### config.mk
export PLATFORM = sky130hd
export DESIGN_NAME = hand_track_filter
export DESIGN_NICKNAME = d
export VERILOG_FILES = /design/src/rtl/hand_track_filter.sv
export SDC_FILE = /design/constraint.sdc
export NUM_CORES = 1
export LEC_CHECK = 0
export CAP_MARGIN = 10
export CORE_MARGIN = 5
export CORE_UTILIZATION = 61
export CTS_CLUSTER_DIAMETER = 80
export DETAILED_ROUTE_END_ITERATION = 8
export HOLD_SLACK_MARGIN = 0.1
export PLACE_DENSITY = 0.84
export SETUP_SLACK_MARGIN = 0.1
export SLEW_MARGIN = 5
export SYNTH_ARGS = -nofsm -noshare
export SYNTH_HDL_FRONTEND = slang
export SYNTH_SLANG_ARGS = --single-unit
### constraint.sdc
create_clock -name i_clk -period 18 [get_ports i_clk]
set_clock_uncertainty 0.1 [all_clocks]
set_input_delay 1.8 -clock i_clk [delete_from_list [all_inputs] [get_ports i_clk]]
set_output_delay 1.8 -clock i_clk [all_outputs]
set_load 0.02 [all_outputs]
### src/rtl/hand_track_filter.sv
// Per-frame hand tracker: bounding box, centre history, next-centre prediction and swipe gesture.
// Optional macro TRACK_EMA_EN smooths the tracked centre with a 1/4-weight exponential filter.
module hand_track_filter #(
  parameter int HIST_DEPTH  = 4,
  parameter int SWIPE_THRES = 64,
  parameter int MISS_LIMIT  = 3,
  parameter int WIDTH       = 640,
  parameter int HEIGHT      = 480
) (
  input  logic        i_clk,
  input  logic        i_rst,
  input  logic        i_valid,
  input  logic [10:0] i_up_x,
  input  logic [10:0] i_up_y,
  input  logic [10:0] i_left_x,
  input  logic [10:0] i_left_y,
  input  logic [10:0] i_right_x,
  input  logic [10:0] i_right_y,
  input  logic [10:0] i_down_x,
  input  logic [10:0] i_down_y,
  output logic        o_busy,
  output logic        o_valid,
  output logic        o_track,
  output logic [10:0] o_cx,
  output logic [10:0] o_cy,
  output logic [10:0] o_w,
  output logic [10:0] o_h,
  output logic [10:0] o_pred_x,
  output logic [10:0] o_pred_y,
  output logic [2:0]  o_gesture
);

  localparam int PW = $clog2(HIST_DEPTH);
  localparam int CW = PW + 1;
  localparam int MW = $clog2(MISS_LIMIT + 1);
  localparam logic [10:0]   NOT_FOUND = 11'd2023;
  localparam logic [CW-1:0] FULL_CNT  = CW'(HIST_DEPTH);
  localparam logic [MW-1:0] MISS_MAX  = MW'(MISS_LIMIT);
  localparam logic [11:0]   THRES     = 12'(SWIPE_THRES);
  localparam logic [10:0]   X_MAX     = 11'(WIDTH - 1);
  localparam logic [10:0]   Y_MAX     = 11'(HEIGHT - 1);

  typedef enum logic [2:0] {
    S_IDLE = 3'd0,
    S_CALC = 3'd1,
    S_PUSH = 3'd2,
    S_EVAL = 3'd3,
    S_OUT  = 3'd4
  } state_t;

  function automatic logic [10:0] clamp_coord(input logic signed [12:0] v, input logic [10:0] vmax);
    logic [10:0] r;
    if (v < 13'sd0) r = 11'd0;
    else if (v > $signed({2'b00, vmax})) r = vmax;
    else r = v[10:0];
    return r;
  endfunction

  function automatic logic [11:0] abs12(input logic signed [11:0] v);
    logic [11:0] r;
    if (v[11]) r = $unsigned(-v);
    else r = $unsigned(v);
    return r;
  endfunction

  state_t        state_r, state_s;
  logic          miss_r, track_r;
  logic [10:0]   up_y_r, down_y_r, left_x_r, right_x_r;
  logic [10:0]   raw_cx_r, raw_cy_r, cen_x_r, cen_y_r, w_r, h_r;
  logic [MW-1:0] miss_cnt_r, miss_inc_s;
  logic [CW-1:0] cnt_r;
  logic [PW-1:0] wr_ptr_r, new_idx_s, prev_idx_s;
  logic [10:0]   hist_x_r [HIST_DEPTH];
  logic [10:0]   hist_y_r [HIST_DEPTH];

  logic [11:0]        sum_x_s, sum_y_s, w_s, h_s, adx_s, ady_s;
  logic signed [11:0] dx_s, dy_s;
  logic signed [12:0] px_s, py_s;
  logic [10:0]        push_x_s, push_y_s, pred_x_s, pred_y_s;
  logic [2:0]         gest_s;

  // Next-state logic
  always_comb begin
    state_s = state_r;
    case (state_r)
      S_IDLE: begin
        if (i_valid) state_s = S_CALC;
        else state_s = S_IDLE;
      end
      S_CALC:  state_s = S_PUSH;
      S_PUSH:  state_s = S_EVAL;
      S_EVAL:  state_s = S_OUT;
      S_OUT:   state_s = S_IDLE;
      default: state_s = S_IDLE;
    endcase
  end

  // Box geometry and saturating miss-count increment
  always_comb begin
    sum_x_s = {1'b0, left_x_r} + {1'b0, right_x_r};
    sum_y_s = {1'b0, up_y_r} + {1'b0, down_y_r};
    w_s     = {1'b0, right_x_r} - {1'b0, left_x_r} + 12'd1;
    h_s     = {1'b0, down_y_r} - {1'b0, up_y_r} + 12'd1;
    if (miss_cnt_r == MISS_MAX) miss_inc_s = MISS_MAX;
    else miss_inc_s = miss_cnt_r + MW'(1);
  end

`ifdef TRACK_EMA_EN
  logic               ema_ok_r;
  logic signed [12:0] ema_dx_s, ema_dy_s, ema_x_s, ema_y_s;

  // Smoothed centre; the first hit after reset or a track drop seeds the filter
  always_comb begin
    ema_dx_s = $signed({2'b00, raw_cx_r}) - $signed({2'b00, cen_x_r});
    ema_dy_s = $signed({2'b00, raw_cy_r}) - $signed({2'b00, cen_y_r});
    ema_x_s  = $signed({2'b00, cen_x_r}) + (ema_dx_s >>> 2);
    ema_y_s  = $signed({2'b00, cen_y_r}) + (ema_dy_s >>> 2);
    if (ema_ok_r) begin
      push_x_s = ema_x_s[10:0];
      push_y_s = ema_y_s[10:0];
    end else begin
      push_x_s = raw_cx_r;
      push_y_s = raw_cy_r;
    end
  end

  logic unused_ema;
  assign unused_ema = ^{ema_x_s[12:11], ema_y_s[12:11]};
`else
  // Raw centre goes straight into the history
  always_comb begin
    push_x_s = raw_cx_r;
    push_y_s = raw_cy_r;
  end
`endif

  // Gesture classification and prediction from the history window
  always_comb begin
    new_idx_s  = wr_ptr_r - PW'(1);
    prev_idx_s = wr_ptr_r - PW'(2);
    dx_s  = $signed({1'b0, hist_x_r[new_idx_s]}) - $signed({1'b0, hist_x_r[wr_ptr_r]});
    dy_s  = $signed({1'b0, hist_y_r[new_idx_s]}) - $signed({1'b0, hist_y_r[wr_ptr_r]});
    adx_s = abs12(dx_s);
    ady_s = abs12(dy_s);
    gest_s = 3'd0;
    if (!miss_r && cnt_r == FULL_CNT) begin
      if (adx_s >= THRES && adx_s >= ady_s) gest_s = dx_s[11] ? 3'd2 : 3'd1;
      else if (ady_s >= THRES) gest_s = dy_s[11] ? 3'd4 : 3'd3;
      else gest_s = 3'd0;
    end else begin
      gest_s = 3'd0;
    end
    if (cnt_r >= CW'(2)) begin
      px_s = $signed({2'b00, hist_x_r[new_idx_s]}) + $signed({2'b00, hist_x_r[new_idx_s]})
           - $signed({2'b00, hist_x_r[prev_idx_s]});
      py_s = $signed({2'b00, hist_y_r[new_idx_s]}) + $signed({2'b00, hist_y_r[new_idx_s]})
           - $signed({2'b00, hist_y_r[prev_idx_s]});
    end else begin
      px_s = $signed({2'b00, cen_x_r});
      py_s = $signed({2'b00, cen_y_r});
    end
    pred_x_s = clamp_coord(px_s, X_MAX);
    pred_y_s = clamp_coord(py_s, Y_MAX);
  end

  // Frame pipeline: latch, calculate, push, evaluate, publish
  always_ff @(posedge i_clk) begin
    if (i_rst) begin
      state_r    <= S_IDLE;
      miss_r     <= 1'b0;
      track_r    <= 1'b0;
      up_y_r     <= 11'd0;
      down_y_r   <= 11'd0;
      left_x_r   <= 11'd0;
      right_x_r  <= 11'd0;
      raw_cx_r   <= 11'd0;
      raw_cy_r   <= 11'd0;
      cen_x_r    <= 11'd0;
      cen_y_r    <= 11'd0;
      w_r        <= 11'd0;
      h_r        <= 11'd0;
      miss_cnt_r <= {MW{1'b0}};
      cnt_r      <= {CW{1'b0}};
      wr_ptr_r   <= {PW{1'b0}};
      for (int i = 0; i < HIST_DEPTH; i++) begin
        hist_x_r[i] <= 11'd0;
        hist_y_r[i] <= 11'd0;
      end
`ifdef TRACK_EMA_EN
      ema_ok_r   <= 1'b0;
`endif
      o_busy     <= 1'b0;
      o_valid    <= 1'b0;
      o_track    <= 1'b0;
      o_cx       <= 11'd0;
      o_cy       <= 11'd0;
      o_w        <= 11'd0;
      o_h        <= 11'd0;
      o_pred_x   <= 11'd0;
      o_pred_y   <= 11'd0;
      o_gesture  <= 3'd0;
    end else begin
      state_r <= state_s;
      o_busy  <= (state_s != S_IDLE);
      o_valid <= 1'b0;
      case (state_r)
        S_IDLE: begin
          if (i_valid) begin
            miss_r    <= (i_up_y == NOT_FOUND) || (i_left_x == NOT_FOUND);
            up_y_r    <= i_up_y;
            down_y_r  <= i_down_y;
            left_x_r  <= i_left_x;
            right_x_r <= i_right_x;
          end
        end
        S_CALC: begin
          if (!miss_r) begin
            raw_cx_r   <= sum_x_s[11:1];
            raw_cy_r   <= sum_y_s[11:1];
            w_r        <= w_s[10:0];
            h_r        <= h_s[10:0];
            miss_cnt_r <= {MW{1'b0}};
          end else begin
            miss_cnt_r <= miss_inc_s;
            if (miss_inc_s == MISS_MAX) begin
              cnt_r    <= {CW{1'b0}};
              track_r  <= 1'b0;
`ifdef TRACK_EMA_EN
              ema_ok_r <= 1'b0;
`endif
            end
          end
        end
        S_PUSH: begin
          if (!miss_r) begin
            hist_x_r[wr_ptr_r] <= push_x_s;
            hist_y_r[wr_ptr_r] <= push_y_s;
            wr_ptr_r <= wr_ptr_r + PW'(1);
            if (cnt_r != FULL_CNT) cnt_r <= cnt_r + CW'(1);
            track_r <= 1'b1;
            cen_x_r <= push_x_s;
            cen_y_r <= push_y_s;
`ifdef TRACK_EMA_EN
            ema_ok_r <= 1'b1;
`endif
          end
        end
        S_EVAL: begin
          o_valid   <= 1'b1;
          o_track   <= track_r;
          o_cx      <= cen_x_r;
          o_cy      <= cen_y_r;
          o_w       <= w_r;
          o_h       <= h_r;
          o_pred_x  <= pred_x_s;
          o_pred_y  <= pred_y_s;
          o_gesture <= gest_s;
          // A reported swipe restarts the window so the next one needs fresh samples
          if (gest_s != 3'd0) cnt_r <= {CW{1'b0}};
        end
        S_OUT: begin
        end
        default: begin
        end
      endcase
    end
  end

  logic unused_in;
  assign unused_in = ^{i_up_x, i_left_y, i_right_y, i_down_x,
                       sum_x_s[0], sum_y_s[0], w_s[11], h_s[11]};

endmodule

# ---- Word level (Yosys, flattened, before mapping)
# Memory sizes are Yosys's and may differ from the RTL's. A register that Yosys moved wholly into a read port is not among the register bits.
# Index checks and enable logic that the tools add are counted.
dict set report word_totals {
  output_inout_bits 72
  inputBits 91
  mem_bits_ro 0
  mem_bits_rw 88
  latchBits 0
  elab_cells 130
  mem_count 2
  register_bits 194
}
# memory depth word_bits read_ports rd_clocked_by_memory_dff wr line_no
set mem_list {}
lappend mem_list {hist_x_r 4 11 3 1 4 73} ;# logic [10:0] hist_x_r [HIST_DEPTH];
lappend mem_list {hist_y_r 4 11 3 1 4 74} ;# logic [10:0] hist_y_r [HIST_DEPTH];
dict set report classes {
  shifts 0
  n_mul 0
  bitwise_logic 1
  n_div 0
  n_lt_le_gt_ge 8
  n_addsub 19
  eq_ne 14
  reduce_logical 16
  muxes 44
}
# cell count
set ops {}
lappend ops {{$mux W11} 6}
lappend ops {{$add A11 B11 Y12} 4}
lappend ops {{$mux W3} 9}
lappend ops {{$lt A13 B1 Y1 const B} 2}
lappend ops {{$mux W13} 2}
lappend ops {{$sub A12 B11 Y13} 2}
lappend ops {{$ge A12 B7 Y1 const B} 2}
lappend ops {{$mux W12} 2}
lappend ops {{$neg A12 Y12} 2}
lappend ops {{$sub A11 B11 Y12} 2}
lappend ops {{$add A11 B1 Y11 const B} 2}
lappend ops {{$eq A11 B11 Y1 const B} 2}
lappend ops {{$reduce_or A11 Y1} 2}
lappend ops {{$sub A11 B11 Y11} 2}
lappend ops {{$mux W2} 9}
lappend ops {{$gt A13 B10 Y1 const B} 1}
lappend ops {{$gt A13 B11 Y1 const B} 1}
lappend ops {{$mux W1} 13}
lappend ops {{$ge A12 B12 Y1} 1}
lappend ops {{$pmux W3 S4} 1}
lappend ops {{$ne A2 B2 Y1 const B} 5}
lappend ops {{$pmux W3 S3} 1}
lappend ops {{$reduce_bool A3 Y1} 3}
lappend ops {{$eq A3 B2 Y1 const B} 2}
lappend ops {{19 further kinds} 24}

# ---- Logic depth before layout (Yosys ltp)
# An unclocked memory read counts as a cell.
dict set report depth {
  ltp_word 12
  ltp_mapped 25
}

# ---- Worst setup path after synthesis
# No wires, ideal clock.
dict set report synth_timing {
  kind {register -> register}
  start {register wr_ptr_r[0]}
  end {register cnt_r[2]}
  setup_ns 0.093
  n_path_buf 3
  t_arrival_ns 5.745
  path_stages_with_launch 24
  slack_ns 12.061
  cell_sequence {dfxtp_1 buf_6 clkbuf_1 buf_1 mux4_2 ha_1 nor2b_1 o2111a_1 o21a_1 or2_1 o31ai_1 o21ai_0 xnor2_1 ha_1 a21oi_1 o22ai_1 nor3_1 nor2_1 nor3_1 o21bai_1 maj3_2 o211ai_2 nand2_2 o311ai_2}
}
dict set report synth_via {
  elab_chain_len 12
  elab_cells_between_ends 21
}
# item line_no
set synth_rtl {}
lappend synth_rtl {{start: declaration} 72} ;# logic [PW-1:0] wr_ptr_r, new_idx_s, prev_idx_s;
lappend synth_rtl {{start signal: assignment} 184} ;# wr_ptr_r <= {PW{1'b0}};
lappend synth_rtl {{start signal: assignment} 238} ;# wr_ptr_r <= wr_ptr_r + PW'(1);
lappend synth_rtl {{$sub A2 B1 Y2 *} 139} ;# new_idx_s = wr_ptr_r - PW'(1);
lappend synth_rtl {{$mem_v2 Z4 W11, on equally long branches} -}
lappend synth_rtl {{$sub A11 B11 Y12, on equally long branches} {142, 141}}
lappend synth_rtl {{$neg A12 Y12} 61} ;# if (v[11]) r = $unsigned(-v);
lappend synth_rtl {{$mux W12} 61}
lappend synth_rtl {{$ge A12 B7 Y1 (tied with other cells)} 148} ;# else if (ady_s >= THRES) gest_s = dy_s[11] ? 3'd4 : 3'd3;
lappend synth_rtl {{$mux W3 or $logic_and A1 B1 Y1 (tied branches)} {148, 147}}
lappend synth_rtl {{$mux W3 *} 147} ;# if (adx_s >= THRES && adx_s >= ady_s) gest_s = dx_s[11] ? 3'd2 : 3'd1;
lappend synth_rtl {{$mux W3 *} 146} ;# if (!miss_r && cnt_r == FULL_CNT) begin
lappend synth_rtl {{$reduce_bool A3 Y1 *} 259} ;# if (gest_s != 3'd0) cnt_r <= {CW{1'b0}};
lappend synth_rtl {{$ne A2 B2 Y1 (no line) *} -}
lappend synth_rtl {{$reduce_and A6 Y1 (no line) *} -}
lappend synth_rtl {{end signal: assignment} 183} ;# cnt_r <= {CW{1'b0}};
lappend synth_rtl {{end signal: assignment} 239} ;# if (cnt_r != FULL_CNT) cnt_r <= cnt_r + CW'(1);
lappend synth_rtl {{end signal: assignment} 259}
lappend synth_rtl {{end: declaration} 71} ;# logic [CW-1:0] cnt_r;
# Mark *: on every way between the ends. The rest lies on a longest branch, timed or not.
# A chain may end at the register's enable or synchronous reset.

# ---- Worst setup path after layout
dict set report layout_timing {
  start {register wr_ptr_r[0]}
  end {register cnt_r[0]}
}
# Same word-level chain as after synthesis.

==> flow_metrics.env <==
export IMPL_grt_pass1_wl_um=68600
export IMPL_power_leakage_nw=7.24
export IMPL_wl_met1_um=16800
export IMPL_track_usage_pct=27.2
export IMPL_drv_cap=0
export IMPL_dr_max_layer_used="met4"
export IMPL_stdcell_area_um2=19100
export IMPL_vias_per_cell=6.09
export IMPL_syn_avg_cell_area_um2=9.12
export IMPL_initial_core_util_pct=62.0
export IMPL_synth_adder_area_share_pct=9.83
export IMPL_synthToLayoutAreaGrowth_pct=13.8
export IMPL_antenna_found_initial=0
export IMPL_route_met3_wl_um=3200
export IMPL_rows=60
export IMPL_path_max_fanout=42
export IMPL_post_cts_resized=0
export IMPL_synth_cell_types=85
export IMPL_endpoint_kind="register"
export IMPL_critPathBufInv=1
export IMPL_placed_area_um2=18200
export IMPL_tns_ps=0
export IMPL_ys_top_cells_by_area="dfxtp_1, edfxtp_1, mux4_2"
export IMPL_rr_worst_depth=20
export IMPL_htreeDepth=1
export IMPL_cts_inserted_buffers=29
export IMPL_worstReg2RegStart="wr_ptr_r[0]$_SDFFE_PP0P_"
export IMPL_insertion_delay_ps=570
export IMPL_diodes=0
export IMPL_die_w_um=176
export IMPL_irDropWorstVdd_mv=0.0835
export IMPL_synth_mux_area_share_pct=9.23
export IMPL_tightest_slew_ps=1160
export IMPL_synthCells=1837
export IMPL_hold_viol=0
export IMPL_final_antenna_net_count=0
export IMPL_post_cts_buffers=0
export IMPL_synth_warnings=0
export IMPL_synth_top_area_cell="dfxtp_1"
export IMPL_setup_violations=0
export IMPL_cpPeakStageDelay_ps=770
export IMPL_status="completed"
export IMPL_drc=0
export IMPL_grt_max_degree=66
export IMPL_port_buffer_count=118
export IMPL_synth_cell_area_um2=16800
export IMPL_synth_top_cell_area_share_pct=23.4
export IMPL_pre_cts_slack_ps=11780
export IMPL_startpoint_type="register"
export IMPL_min_path_type="register to register"
export IMPL_worstHoldStart="o_pred_y[5]$_SDFFE_PP0P_"
export IMPL_finalWeightedCongestion=0.925
export IMPL_drive_gt1_share_pct=9.12
export IMPL_max_slew_margin_rel_pct=22.3
export IMPL_pin_count=163
export IMPL_yosysSeqAreaShare_pct=39.2
export IMPL_die_area_um2=30900
export IMPL_clock_root_buffer="clkbuf_16"
export IMPL_first_iter_violations=1055
export IMPL_cts_tree="yes"
export IMPL_nets=2125
export IMPL_hold_buffers=0
export IMPL_cts_buffer_depth=3
export IMPL_critPathSlowestCell="o31ai_1"
export IMPL_synth_flop_cell="dfxtp_1"
export IMPL_final_common_cell="nand2_1"
export IMPL_synth_top_family_by_area="simple AND/OR/NAND/NOR gates"
export IMPL_cp_top_family="compound AO/OA/AOI/OAI gates"
export IMPL_period_needed_ps=6310
export IMPL_fin_crit_sh_pct=35.0
export IMPL_synthXorXnorAreaFrac_pct=4.60
export IMPL_final_max_slew_viol_count=0
export IMPL_fmax_mhz=159
export IMPL_hold_depth=2
export IMPL_gr_total_overflow=0
export IMPL_hold_path_end="o_pred_y[5]$_SDFFE_PP0P_"
export IMPL_power_density_nw_per_um2=101
export IMPL_cp_arrival_ps=6680
export IMPL_fin_ws_ps=11690
export IMPL_clk_pin_slew_ps=60
export IMPL_filler_cell_count=1972
export IMPL_synth_ff_latch_count=284
export IMPL_synth_compound_area_share_pct=15.0
export IMPL_synth_edf_count=88
export IMPL_postRouteWirelength_um=43000
export IMPL_wl_met2_um=21000
export IMPL_synth_simple_gate_area_share_pct=16.8
export IMPL_rsz0062_at_grt="no"
export IMPL_critPathRequiredTime_ps=18370
export IMPL_grt_pass1_vias=13500
export IMPL_vias=13800
export IMPL_final_cell_mix="nand2_1, a21oi_1, dfxtp_1, inv_1, nor2_1"
export IMPL_synth_nets=2054
export IMPL_cp_cell_sequence="buf_4 > mux4_2 > ha_1 > and3_1 > o21a_1 > or2_1 > o31ai_1 > o21ai_0 > xnor2_1 > ha_1 > a21oi_1 > o22ai_1 > nor3_1 > nor2_1 > nor3_1 > o21bai_1 > maj3_2 > o211ai_2 > nand2_2 > o31ai_1"
export IMPL_p_total_mw=1.92
export IMPL_firstDrtPassIters=8
export IMPL_hpwl_um=31000
export IMPL_wl_per_cell_um=19.0
export IMPL_clock_sinks=284
export IMPL_critPathKind="register to register"
export IMPL_core_um2=27000
export IMPL_rrSetupSlack_ps=11690
export IMPL_ys_async_sr_fraction_pct=0
export IMPL_r2r_end="cnt_r[0]$_SDFFE_PP0P_"
export IMPL_die_h_um=176
==> power breakdown <==
| group | internal [mW] | switching, mW | total [mW] |
|---|---|---|---|
| logic | 0.259 | 0.357 | 0.616 |
| clock network | 0.328 | 0.247 | 0.575 |
| registers | 0.694 | 0.0354 | 0.729 |
==> Yosys cell counts, drive strengths merged, types with 10 or more instances <==
master    n
xnor2    62
a21oi   211
inv     139
nor2    123
o21bai   30
o21ai    43
a21o     11
and2     27
ha      118
o211ai   10
nand2   352
or3      12
nand2b   16
xor2     26
dfxtp   196
nand3    11
a211oi   22
edfxtp   88
mux4     66
and3     13
nor3     26
or2      10
buf      19
clkbuf   76
==> how the worst max path moves through the flow <==
stage / from / end / cells after the start
3_5_place_dp: wr_ptr_r[0]$_SDFFE_PP0P_ / cnt_r[0]$_SDFFE_PP0P_ / 19
4_1_cts: wr_ptr_r[0]$_SDFFE_PP0P_ / cnt_r[2]$_SDFFE_PP0P_ / 20
6_report: wr_ptr_r[0]$_SDFFE_PP0P_ / cnt_r[0]$_SDFFE_PP0P_ / 20
3_3_place_gp: wr_ptr_r[0]$_SDFFE_PP0P_ / cnt_r[2]$_SDFFE_PP0P_ / 20
5_1_grt: wr_ptr_r[0]$_SDFFE_PP0P_ / cnt_r[0]$_SDFFE_PP0P_ / 20
2_1_floorplan: wr_ptr_r[0]$_SDFFE_PP0P_ / cnt_r[2]$_SDFFE_PP0P_ / 23
==> tightest hold or removal path, stage by stage, from the launching register on <==
cell and delay, ps:
dfxtp_1 300, nand2_1 50, nand2_1 50
==> logic make-up after synthesis <==
logic type | after synthesis
buffers and inverters | 234
AND/OR/NAND/NOR | 634
flip-flops | 284
XOR/XNOR | 88
AO/OA/AOI/OAI | 398
adder cells (fa/ha/maj) | 127
multiplexers | 72
==> routing by layer <==
metal,vias up,track usage [%]
met5,-,0
met4,0,11.6
met3,137,4.09
li1,6545,-
met2,600,47.7
met1,6556,33.5
==> layout make-up <==
class                      count  area [µm²]  share of cell area, %
inverter                     139         522                   2.73
clock inverter                 6        51.3                  0.269
multi-input combinational   1319        9340                   48.9
timing repair buffer         135        1310                   6.87
tap                          341         427                   2.24
clock buffer                  47         863                   4.52
sequential                   284        6570                   34.4
==> per-stage QoR <==
step	util [%]	hold WS [ps]	instances
2_1_floorplan	-	328	1837
3_3_place_gp	67.2	335	2218
3_5_place_dp	67.2	341	2218
4_1_cts	70.6	352	2271
5_1_grt	70.6	368	2271
6_report	70.6	349	2271
==> registers in the layout, indices dropped and copies added (netlist names), 2 cells and up, named ones only <==
| name | flops |
|---|---|
| cen_x_r | 11 |
| cen_y_r | 11 |
| cnt_r | 3 |
| down_y_r | 11 |
| h_r | 11 |
| hist_x_r | 44 |
| hist_y_r | 44 |
| left_x_r | 11 |
| miss_cnt_r | 2 |
| o_cx | 11 |
| o_cy | 11 |
| o_gesture | 3 |
| o_h | 11 |
| o_pred_x | 11 |
| o_pred_y | 11 |
| o_w | 11 |
| push_x_s | 11 |
| push_y_s | 11 |
| right_x_r | 11 |
| state_r | 3 |
| up_y_r | 11 |
| w_r | 11 |
| wr_ptr_r | 2 |
(Power assumes the default switching activity.)
